$ cat src/rtl/alu_sequencer.sv
// rtl/alu_sequencer.sv - multi-cycle issuing controller for the 8-bit combinational ALU (optional ALU_SEQ_PERF_EN perf counters)
module alu_sequencer #(
    parameter int W   = 8,
    parameter int Ops = 3
) (
    input  logic           i_clk,
    input  logic           i_reset,
    input  logic           i_req_valid,
    output logic           o_req_ready,
    input  logic [Ops-1:0] i_req_op,
    input  logic [W-1:0]   i_req_a,
    input  logic [W-1:0]   i_req_b,
    output logic [Ops-1:0] o_alu_op,
    output logic [W-1:0]   o_alu_a,
    output logic [W-1:0]   o_alu_b,
    output logic           o_alu_sc,
    input  logic [W-1:0]   i_alu_out,
    input  logic           i_alu_zero,
    input  logic           i_alu_parity,
    input  logic           i_alu_odd,
    output logic           o_rsp_valid,
    input  logic           i_rsp_ready,
    output logic [W-1:0]   o_rsp_data,
    output logic           o_rsp_zero,
    output logic           o_rsp_parity,
    output logic           o_rsp_odd,
    output logic           o_rsp_err
`ifdef ALU_SEQ_PERF_EN
    ,
    output logic [15:0]    o_op_count,
    output logic [15:0]    o_step_count
`endif
);

    localparam logic [Ops-1:0] OP_ADD = Ops'(0);
    localparam logic [Ops-1:0] OP_LSL = Ops'(1);
    localparam logic [Ops-1:0] OP_LSR = Ops'(2);
    localparam logic [Ops-1:0] OP_MSK = Ops'(6);
    localparam logic [W-1:0]   W_SAT  = W'(W);
    localparam logic [W-1:0]   ONE    = W'(1);

    typedef enum logic [1:0] {S_IDLE, S_EXEC, S_DONE} state_t;

    state_t         r_state;
    logic [W-1:0]   r_cnt;
    logic [Ops-1:0] r_alu_op;
    logic [W-1:0]   r_alu_a;
    logic [W-1:0]   r_alu_b;
    logic           r_rsp_valid;
    logic [W-1:0]   r_rsp_data;
    logic           r_rsp_zero;
    logic           r_rsp_parity;
    logic           r_rsp_odd;
    logic           r_rsp_err;

    logic           w_accept;
    logic           w_is_shift;
    logic           w_illegal;
    logic [W-1:0]   w_steps;

    // Request decode: shift-type ops run one 1-bit step per cycle, saturating at W steps
    always_comb begin
        w_is_shift = (i_req_op == OP_LSL) || (i_req_op == OP_LSR) || (i_req_op == OP_MSK);
        w_illegal  = (i_req_op > OP_MSK);
        w_steps    = ONE;
        if (w_is_shift) begin
            if (i_req_b >= W_SAT) begin
                w_steps = W_SAT;
            end else if (i_req_b != '0) begin
                w_steps = i_req_b;
            end
        end
    end

    assign o_req_ready = (r_state == S_IDLE) && !i_reset;
    assign w_accept    = i_req_valid && o_req_ready;

    // Control FSM; the ALU A register doubles as the accumulator between steps
    always_ff @(posedge i_clk or posedge i_reset) begin
        if (i_reset) begin
            r_state      <= S_IDLE;
            r_cnt        <= '0;
            r_alu_op     <= OP_ADD;
            r_alu_a      <= '0;
            r_alu_b      <= '0;
            r_rsp_valid  <= 1'b0;
            r_rsp_data   <= '0;
            r_rsp_zero   <= 1'b0;
            r_rsp_parity <= 1'b0;
            r_rsp_odd    <= 1'b0;
            r_rsp_err    <= 1'b0;
        end else begin
            case (r_state)
                S_IDLE: begin
                    if (w_accept) begin
                        if (w_illegal) begin
                            r_state      <= S_DONE;
                            r_rsp_valid  <= 1'b1;
                            r_rsp_data   <= '0;
                            r_rsp_zero   <= 1'b0;
                            r_rsp_parity <= 1'b0;
                            r_rsp_odd    <= 1'b0;
                            r_rsp_err    <= 1'b1;
                        end else begin
                            r_state  <= S_EXEC;
                            r_cnt    <= w_steps;
                            // MSK builds 1<<B by shifting a seed of 1 left
                            r_alu_op <= (i_req_op == OP_MSK) ? OP_LSL : i_req_op;
                            r_alu_a  <= (i_req_op == OP_MSK) ? ONE : i_req_a;
                            if (w_is_shift) begin
                                r_alu_b <= (i_req_b != '0) ? ONE : '0;
                            end else begin
                                r_alu_b <= i_req_b;
                            end
                        end
                    end
                end
                S_EXEC: begin
                    r_cnt   <= r_cnt - ONE;
                    r_alu_a <= i_alu_out;
                    if (r_cnt == ONE) begin
                        r_state      <= S_DONE;
                        r_rsp_valid  <= 1'b1;
                        r_rsp_data   <= i_alu_out;
                        r_rsp_zero   <= i_alu_zero;
                        r_rsp_parity <= i_alu_parity;
                        r_rsp_odd    <= i_alu_odd;
                        r_rsp_err    <= 1'b0;
                        r_alu_op     <= OP_ADD;
                        r_alu_a      <= '0;
                        r_alu_b      <= '0;
                    end
                end
                S_DONE: begin
                    if (i_rsp_ready) begin
                        r_state     <= S_IDLE;
                        r_rsp_valid <= 1'b0;
                    end
                end
                default: begin
                    r_state <= S_IDLE;
                end
            endcase
        end
    end

`ifdef ALU_SEQ_PERF_EN
    logic [15:0] r_op_count;
    logic [15:0] r_step_count;

    // Saturating activity counters: accepted requests and EXEC cycles
    always_ff @(posedge i_clk or posedge i_reset) begin
        if (i_reset) begin
            r_op_count   <= '0;
            r_step_count <= '0;
        end else begin
            if (w_accept && (r_op_count != 16'hFFFF)) begin
                r_op_count <= r_op_count + 16'd1;
            end
            if ((r_state == S_EXEC) && (r_step_count != 16'hFFFF)) begin
                r_step_count <= r_step_count + 16'd1;
            end
        end
    end

    assign o_op_count   = r_op_count;
    assign o_step_count = r_step_count;
`endif

    assign o_alu_op     = r_alu_op;
    assign o_alu_a      = r_alu_a;
    assign o_alu_b      = r_alu_b;
    assign o_alu_sc     = 1'b0;
    assign o_rsp_valid  = r_rsp_valid;
    assign o_rsp_data   = r_rsp_data;
    assign o_rsp_zero   = r_rsp_zero;
    assign o_rsp_parity = r_rsp_parity;
    assign o_rsp_odd    = r_rsp_odd;
    assign o_rsp_err    = r_rsp_err;

endmodule

$ cat config.mk
export PLATFORM = sky130hd
export DESIGN_NAME = alu_sequencer
export DESIGN_NICKNAME = d
export VERILOG_FILES = /design/src/rtl/alu_sequencer.sv
export SDC_FILE = /design/constraint.sdc
export NUM_CORES = 1
export LEC_CHECK = 0
export ABC_AREA = 1
export CAP_MARGIN = 20
export CELL_PAD_IN_SITES_DETAIL_PLACEMENT = 1
export CELL_PAD_IN_SITES_GLOBAL_PLACEMENT = 1
export CORE_UTILIZATION = 30
export CTS_CLUSTER_DIAMETER = 200
export DETAILED_ROUTE_END_ITERATION = 8
export PLACE_DENSITY = 0.85
export SYNTH_ARGS = -nofsm -noshare
export SYNTH_HDL_FRONTEND = slang
export SYNTH_SLANG_ARGS = --single-unit
$ cat constraint.sdc
create_clock -name i_clk -period 1.3 [get_ports i_clk]
set_input_delay 0.26 -clock i_clk [delete_from_list [all_inputs] [get_ports i_clk]]
set_output_delay 0.26 -clock i_clk [all_outputs]
set_load 0.005 [all_outputs]
==> key figures, run 1 <==
Placement
  • Cell Area, Placed: 0.003194 mm2
  • Dpl cells: between 400 and 500
  • Post-DP HPWL: 5.322 mm
  • Pre-CTS setup slack: -464.0 ps
  • RD Place Congestion: 0.8556
  • IO Port Bufs: 66

Synthesis
  • Mapped Avg Cell Area: 7.598 um2
  • Ys Warns: 0
  • Library cells used by synthesis: 23
  • Gate count after technology mapping: 288
  • Mapped Area: 0.002188 mm2
  • Syn Nets: 324
  • Yosys reg bits: 42
  • Sequential cell area fraction in the yosys report: 48.03%

CTS
  • Clock latency on the worst-skew pair: 330 ps
  • Max Root-Sink Buffers: 2
  • CTS Hold Bufs: 0
  • CTS clk-pin slew, worst paths: 100 ps
  • Root buf cell: clkbuf_8
  • TritonCTS Sinks: 42
  • CTS tree: built
  • H-tree depth: 2
  • CTS buffer count: 5

Timing
  • Headroom to the max-slew limit: 62.10%
  • Tmin final: around 1800 ps
  • TNS Setup: -11,430 ps
  • Crit share post-route: 136.1%
  • Final Setup Violations: 46
  • Final worst setup slack: -468.9 ps
  • RSZ-0062 raised after global routing: true
  • Maximum clock rate: around 0.57 GHz
  • Worst slew pin tran: 568.5 ps
  • Final Skew: approximately 20 ps
  • Hold slack final: 292.9 ps
  • Final slew viol count: 0
  • Final hold viol count: 0

Layout
  • Post-route cell area: 0.004035 mm2
  • N_diodes: 0
  • P&R area growth vs syn: 84.39%
  • Share of cells above drive strength 1: 41.82%
  • Nets@finish: 464
  • Fin cells: 524
  • Fill cells: 824
  • Fin util: 58.42%

Floorplan
  • Die area: 0.007640 mm2
  • Row Count: 30
  • Die W: 87.41 um
  • IO Count: 68
  • Starting density of the core: 31.68%
  • Placeable Area: 0.006907 mm2
  • Die extent in y: 87.41 um

Critical path
  • Critical Path End Type: flop
  • Reg-to-Reg Start: r_state[0]
  • Crit Path Category: in2reg
  • Worst Setup Start Kind: input port
  • CP required: 1550 ps
  • Crit path DAT: between 2000 and 2500 ps
  • Crit path max fanout: 4
  • RR Endpoint: o_alu_a[0]
  • Setup crit start: i_req_op[0]
  • Reg2reg path depth: 10
  • End of the critical path: o_alu_b[0]
  • R2r setup slk: -440 ps

Routing
  • Routed WL: 13.23 mm
  • Initial drt markers: between 200 and 250
  • Vias post-DR: slightly below 3,000
  • WL per Instance: 25.25 um
  • Via density: approximately 5.6
  • DRC: 0
  • Drt pass-1 iters: 4
  • Remaining antenna violation count: 0

Worst hold path
  • Min-delay worst type: in2async

Status
  • Status: finished, violations left
  • Failing checks: setup timing

Job
  • Max-Cap Viols: 0

GRT
  • Number of global-route vias before repair: 2,938
  • Initial antenna violation count: 0
  • Gr usage total: between 20% and 30%
  • Largest net degree at the start of global routing: 43
  • First-pass GRT wire length: 15.74 mm
  • Grt ovf: 0

Power
  • Overall power: 2.773 mW
  • Power Density: 687.2 mW/mm2
  • Lkg Pwr: ~2.1 nW
  • Peak VDD IR: 483.1 uV
-- placed cells by master (no fill, tap or decap), drive strengths merged --
| cell | count |
|---|---|
| clkbuf | 7 |
| nand4 | 3 |
| bufinv | 1 |
| dfrtp | 42 |
| o21ai | 20 |
| buf | 73 |
| dlymetal6s2s | 1 |
| nand3 | 25 |
| clkinvlp | 1 |
| conb | 1 |
| clkdlybuf4s15 | 1 |
| inv | 24 |
| a21oi | 5 |
| dlygate4sd2 | 32 |
| ha | 2 |
| nor3 | 1 |
| nand2 | 133 |
| nor2 | 25 |
| clkdlybuf4s50 | 31 |
-- cells by family (layout without fill, tap and decap cells) --
kind of cell | Yosys count | count (layout) | share of synthesized area, %
other cells | 1 | 1 | 0.1714
simple gates | 185 | 187 | 36.25
buf+inv | 33 | 171 | 7.318
compound gates | 25 | 25 | 7.089
fa+ha+maj | 2 | 2 | 1.143
flops | 42 | 42 | 48.03
-- sequential cells by signal (all words and copies together), names as in the netlist --
register / cells
o_alu_a: 8
r_state: 2
o_rsp_odd: 1
o_rsp_data: 8
o_rsp_err: 1
o_rsp_zero: 1
o_rsp_parity: 1
o_alu_b: 8
o_rsp_valid: 1
r_cnt: 8
o_alu_op: 3
-- repair_timing --
item / 4_1_cts / 5_1_grt
buffers inserted: 30 / 9
pin swaps: 13 / 17
gates cloned: 3 / 1
resized for setup: 107 / 65
endpoints found under the hold margin: 0 / 0
endpoints found under the setup margin: 75 / 43
-- cell type report --
type | instances | area (um2) | area share, %
timing repair buffer | 139 | 1331 | 32.99
multi-input combinational | 215 | 1309 | 32.43
sequential | 42 | 1052 | 26.08
tap | 96 | 120.1 | 2.977
inverter | 25 | 110.1 | 2.729
clock buffer | 6 | 82.58 | 2.047
clock inverter | 1 | 30.03 | 0.7442
-- power by group --
group          total [mW]  leakage, nW  switching, mW  internal [mW]
Clock                1.18       0.0573          0.559          0.617
Sequential           1.33        0.527         0.0106           1.32
Combinational       0.269         1.48          0.143          0.125
-- layer usage --
metal,up-vias,wire (um),GRT usage (%)
li1,1178,-,-
met1,1441,4685,31.97
met2,208,6484,50.14
met3,85,1050,4.645
met4,0,1012,16.24
met5,-,0,0
-- critical path, cell delays in order --
cell             delay [ps]
clkdlybuf4s50_1         560
inv_1                   150
nor2_2                  220
nand2_1                 110
nand2_2                 130
nand2_1                 110
o21ai_1                 190
nand2_1                 130
nand2_1                 150
-- Yosys cell counts --
master	n	area (um2)
nand2_4	2	22.52
nand2_1	128	480.5
inv_2	3	11.26
buf_4	3	22.52
inv_1	22	82.58
nand3_1	25	125.1
nand2_2	1	6.260
conb_1	1	3.750
buf_2	2	10.01
ha_1	2	25.02
o21ai_0	13	65.06
o21ai_4	1	16.27
nor3_1	1	5.000
nor2_4	4	45.04
nand4_1	2	12.51
nor2_2	2	12.51
dfrtp_1	42	1051
buf_6	3	33.78
nor2_1	19	71.32
o21ai_1	1	5.000
nand4_2	1	12.51
o21ai_2	5	43.79
a21oi_1	5	25.02
-- how the worst min path moves through the flow --
stage	slack, ps	from	endpoint	depth (start not counted)
final	290	i_reset	o_rsp_err	3
after global routing	350	i_reset	o_rsp_parity	3
after CTS	340	i_reset	o_alu_op[0]	3
after detailed placement	460	o_rsp_data[4]	o_rsp_data[4]	2
after global placement	460	o_rsp_parity	o_rsp_parity	2
after floorplan	260	i_reset	o_alu_a[0]	1
Power figures use the tool's default switching activity.
==> run 2: changes to the inputs <==
--- a/config.mk
+++ b/config.mk
@@ -7,12 +7,12 @@
 export LEC_CHECK = 0
 export ABC_AREA = 1
 export CAP_MARGIN = 20
-export CELL_PAD_IN_SITES_DETAIL_PLACEMENT = 1
-export CELL_PAD_IN_SITES_GLOBAL_PLACEMENT = 1
-export CORE_UTILIZATION = 30
+export CORE_MARGIN = 5
+export CORE_UTILIZATION = 42
 export CTS_CLUSTER_DIAMETER = 200
 export DETAILED_ROUTE_END_ITERATION = 8
 export PLACE_DENSITY = 0.85
+export SLEW_MARGIN = 20
 export SYNTH_ARGS = -nofsm -noshare
 export SYNTH_HDL_FRONTEND = slang
 export SYNTH_SLANG_ARGS = --single-unit
==> key figures, run 2 (same netlist as run 1, synthesis figures left out) <==
Layout
  • P&R area growth vs syn: 87.02%
  • Fin cells: 499
  • Share of cells above drive strength 1: roughly 46%
  • Most common cell after layout, fill and taps aside: nand2_1
  • N_diodes: 0
  • Most frequent cells in the layout: 69 x nand2_1, 48 x buf_4, 44 x nand2_2
  • Fin util: approximately four fifths
  • Fill cells: about 270
  • Nets@finish: 464

Critical path
  • Worst path bufs/invs: 5
  • CP Cell Sequence: buf_6 > inv_4 > nor2_4 > inv_4 > buf_12 > nor2_4 > buf_6 > nand2_2 > nand2_2
  • CP max-delay cell: dfrtp_1
  • Crit path DAT: 1860 ps
  • Worst path max stage delay: around 470 ps
  • Crit path max fanout: 5
  • Critical Path End Type: flop
  • CP required: between 1500 and 2000 ps
  • Worst Setup Start Kind: flop
  • Crit Path Category: reg2reg
  • Crit path max-delay family: buffers and inverters

GRT
  • Met1 Use GR: between 20 and 30%
  • Gr usage total: 25.99%
  • First-pass GRT wire length: about 13 mm
  • Initial antenna violation count: 0
  • Largest net degree at the start of global routing: 43
  • Grt met3 use: between 5 and 6%
  • Number of global-route vias before repair: 2,655
  • Grt ovf: 0
  • Met2 GRT Util: 46.71%
  • GRT Max-Usage Layer: met2

Timing
  • Final slew viol count: 0
  • TNS Setup: -10,620 ps
  • Crit share post-route: 123.0%
  • Maximum clock rate: 0.6254 GHz
  • Tmin final: 1599 ps
  • Headroom to the max-slew limit: 63.16%
  • Final Skew: 7.874 ps
  • RSZ-0062 raised after global routing: true
  • Worst slew pin tran: between 500 and 600 ps
  • Final worst setup slack: -298.9 ps
  • Final Setup Violations: 43
  • Final hold viol count: 0

Floorplan
  • Row Count: 26
  • Starting density of the core: between 40 and 50%
  • IO Count: 68
  • Die area: 0.006754 mm2
  • Die W: a little over 80 um
  • Placeable Area: approximately 0.0051 mm2
  • Die extent in y: 82.18 um

Routing
  • Initial drt markers: 298
  • Remaining antenna violation count: 0
  • DRC: 0
  • Routed WL: 10.35 mm
  • Vias post-DR: 2,842
  • Via density: roughly 5.7
  • WL per Instance: slightly above 20 um
  • Drt pass-1 iters: 5

Placement
  • Dpl cells: 455
  • RD Place Congestion: 0.8447
  • Post-DP HPWL: 4.617 mm
  • IO Port Bufs: 66

Power
  • Sw frac: 25.40%
  • Power Density: 617.9 mW/mm2
  • Part of the power in registers: 52.4%
  • Lkg Pwr: 2.041 nW
  • Combinational fraction of design power: 10.9%
  • Internal: 1.887 mW
  • Sw Pwr: between 0.6 and 0.7 mW
  • Clock power frac: a little under two fifths
  • Peak VDD IR: 627.4 uV

CTS
  • CTS buffer count: 5
  • CTS clk-pin slew, worst paths: 90 ps
  • Root buf cell: clkbuf_8
  • TritonCTS Sinks: 42
  • CTS Hold Bufs: 0
  • Max Root-Sink Buffers: 2
  • H-tree depth: 2
  • CTS tree: built
  • Clock latency on the worst-skew pair: a little over 300 ps

Job
  • Max-Cap Viols: 0

Status
  • Failing checks: setup timing
  • Status: finished, violations left

Worst hold path
  • Min-delay worst type: in2async
-- run 2: power groups by stage --
stage          combinational, mW  sequential, mW  clock [mW]
2_1_floorplan             0.0670            1.35           0
3_3_place_gp               0.239            1.35           0
3_5_place_dp               0.243            1.35           0
4_1_cts                    0.242            1.32       0.900
5_1_grt                    0.293            1.33       0.991
6_report                   0.276            1.33       0.927
-- run 2: stage by stage --
step | hold slack, ps | power [mW] | setup slack [ps] | instance area (um2)
6_report | 301.5 | 2.529 | -298.9 | 4093
5_1_grt | 344.7 | 2.611 | -331.1 | 4093
4_1_cts | 311.5 | 2.466 | -172.6 | 3741
3_5_place_dp | 458.2 | 1.595 | -385.2 | 3224
3_3_place_gp | 453.8 | 1.590 | -336.4 | 3224
2_1_floorplan | 259.5 | 1.418 | -402.5 | 2210
-- run 2: final timing paths --
path | from | slack (ps) | cells past startpoint | end
worst min-delay path | i_reset | 300 | 3 | o_rsp_valid
worst max register to register | r_state[0] | -300 | 9 | o_rsp_data[3]
min in group i_clk | o_alu_a[1] | 480 | 2 | o_alu_a[1]
worst max-delay path | r_state[0] | -300 | 9 | o_rsp_data[3]
worst min register to register | o_alu_a[1] | 480 | 2 | o_alu_a[1]
max in group asynchronous | i_reset | 620 | 3 | r_cnt[1]
-- run 2: worst register-to-register path, delay by kind of cell, from the launching register on --
kind / cells / cell delay [ps]
flip-flops: 1 / 470
buffers and inverters: 5 / 590
AND/OR/NAND/NOR: 4 / 480
-- run 2: per-layer routing --
layer  share of wire [%]  up-vias  wire [um]
met3                 7.9       61        815
met5                   0        -          0
met4                 5.5        0        566
met2                  50      210       5203
li1                    -     1185          -
met1                  36     1386       3762
-- run 2: layout make-up --
cell class	count	area (um2)	share of cell area [%]
Sequential cell	42	1051	25.68
Clock inverter	1	5.005	0.1223
Timing Repair Buffer	137	1309	31.98
Timing Repair inverter	1	7.507	0.1834
Multi-Input combinational cell	216	1436	35.10
Tap cell	70	87.58	2.140
Inverter	25	110.1	2.690
Clock buffer	7	86.33	2.109
-- run 2: repair_timing --
item / 4_1_cts / 5_1_grt
pin swaps: 16 / 32
setup endpoints to repair: 75 / 43
hold endpoints to repair: 0 / 0
setup buffers: 24 / 8
cloned: 6 / 0
gates resized for setup: 103 / 89
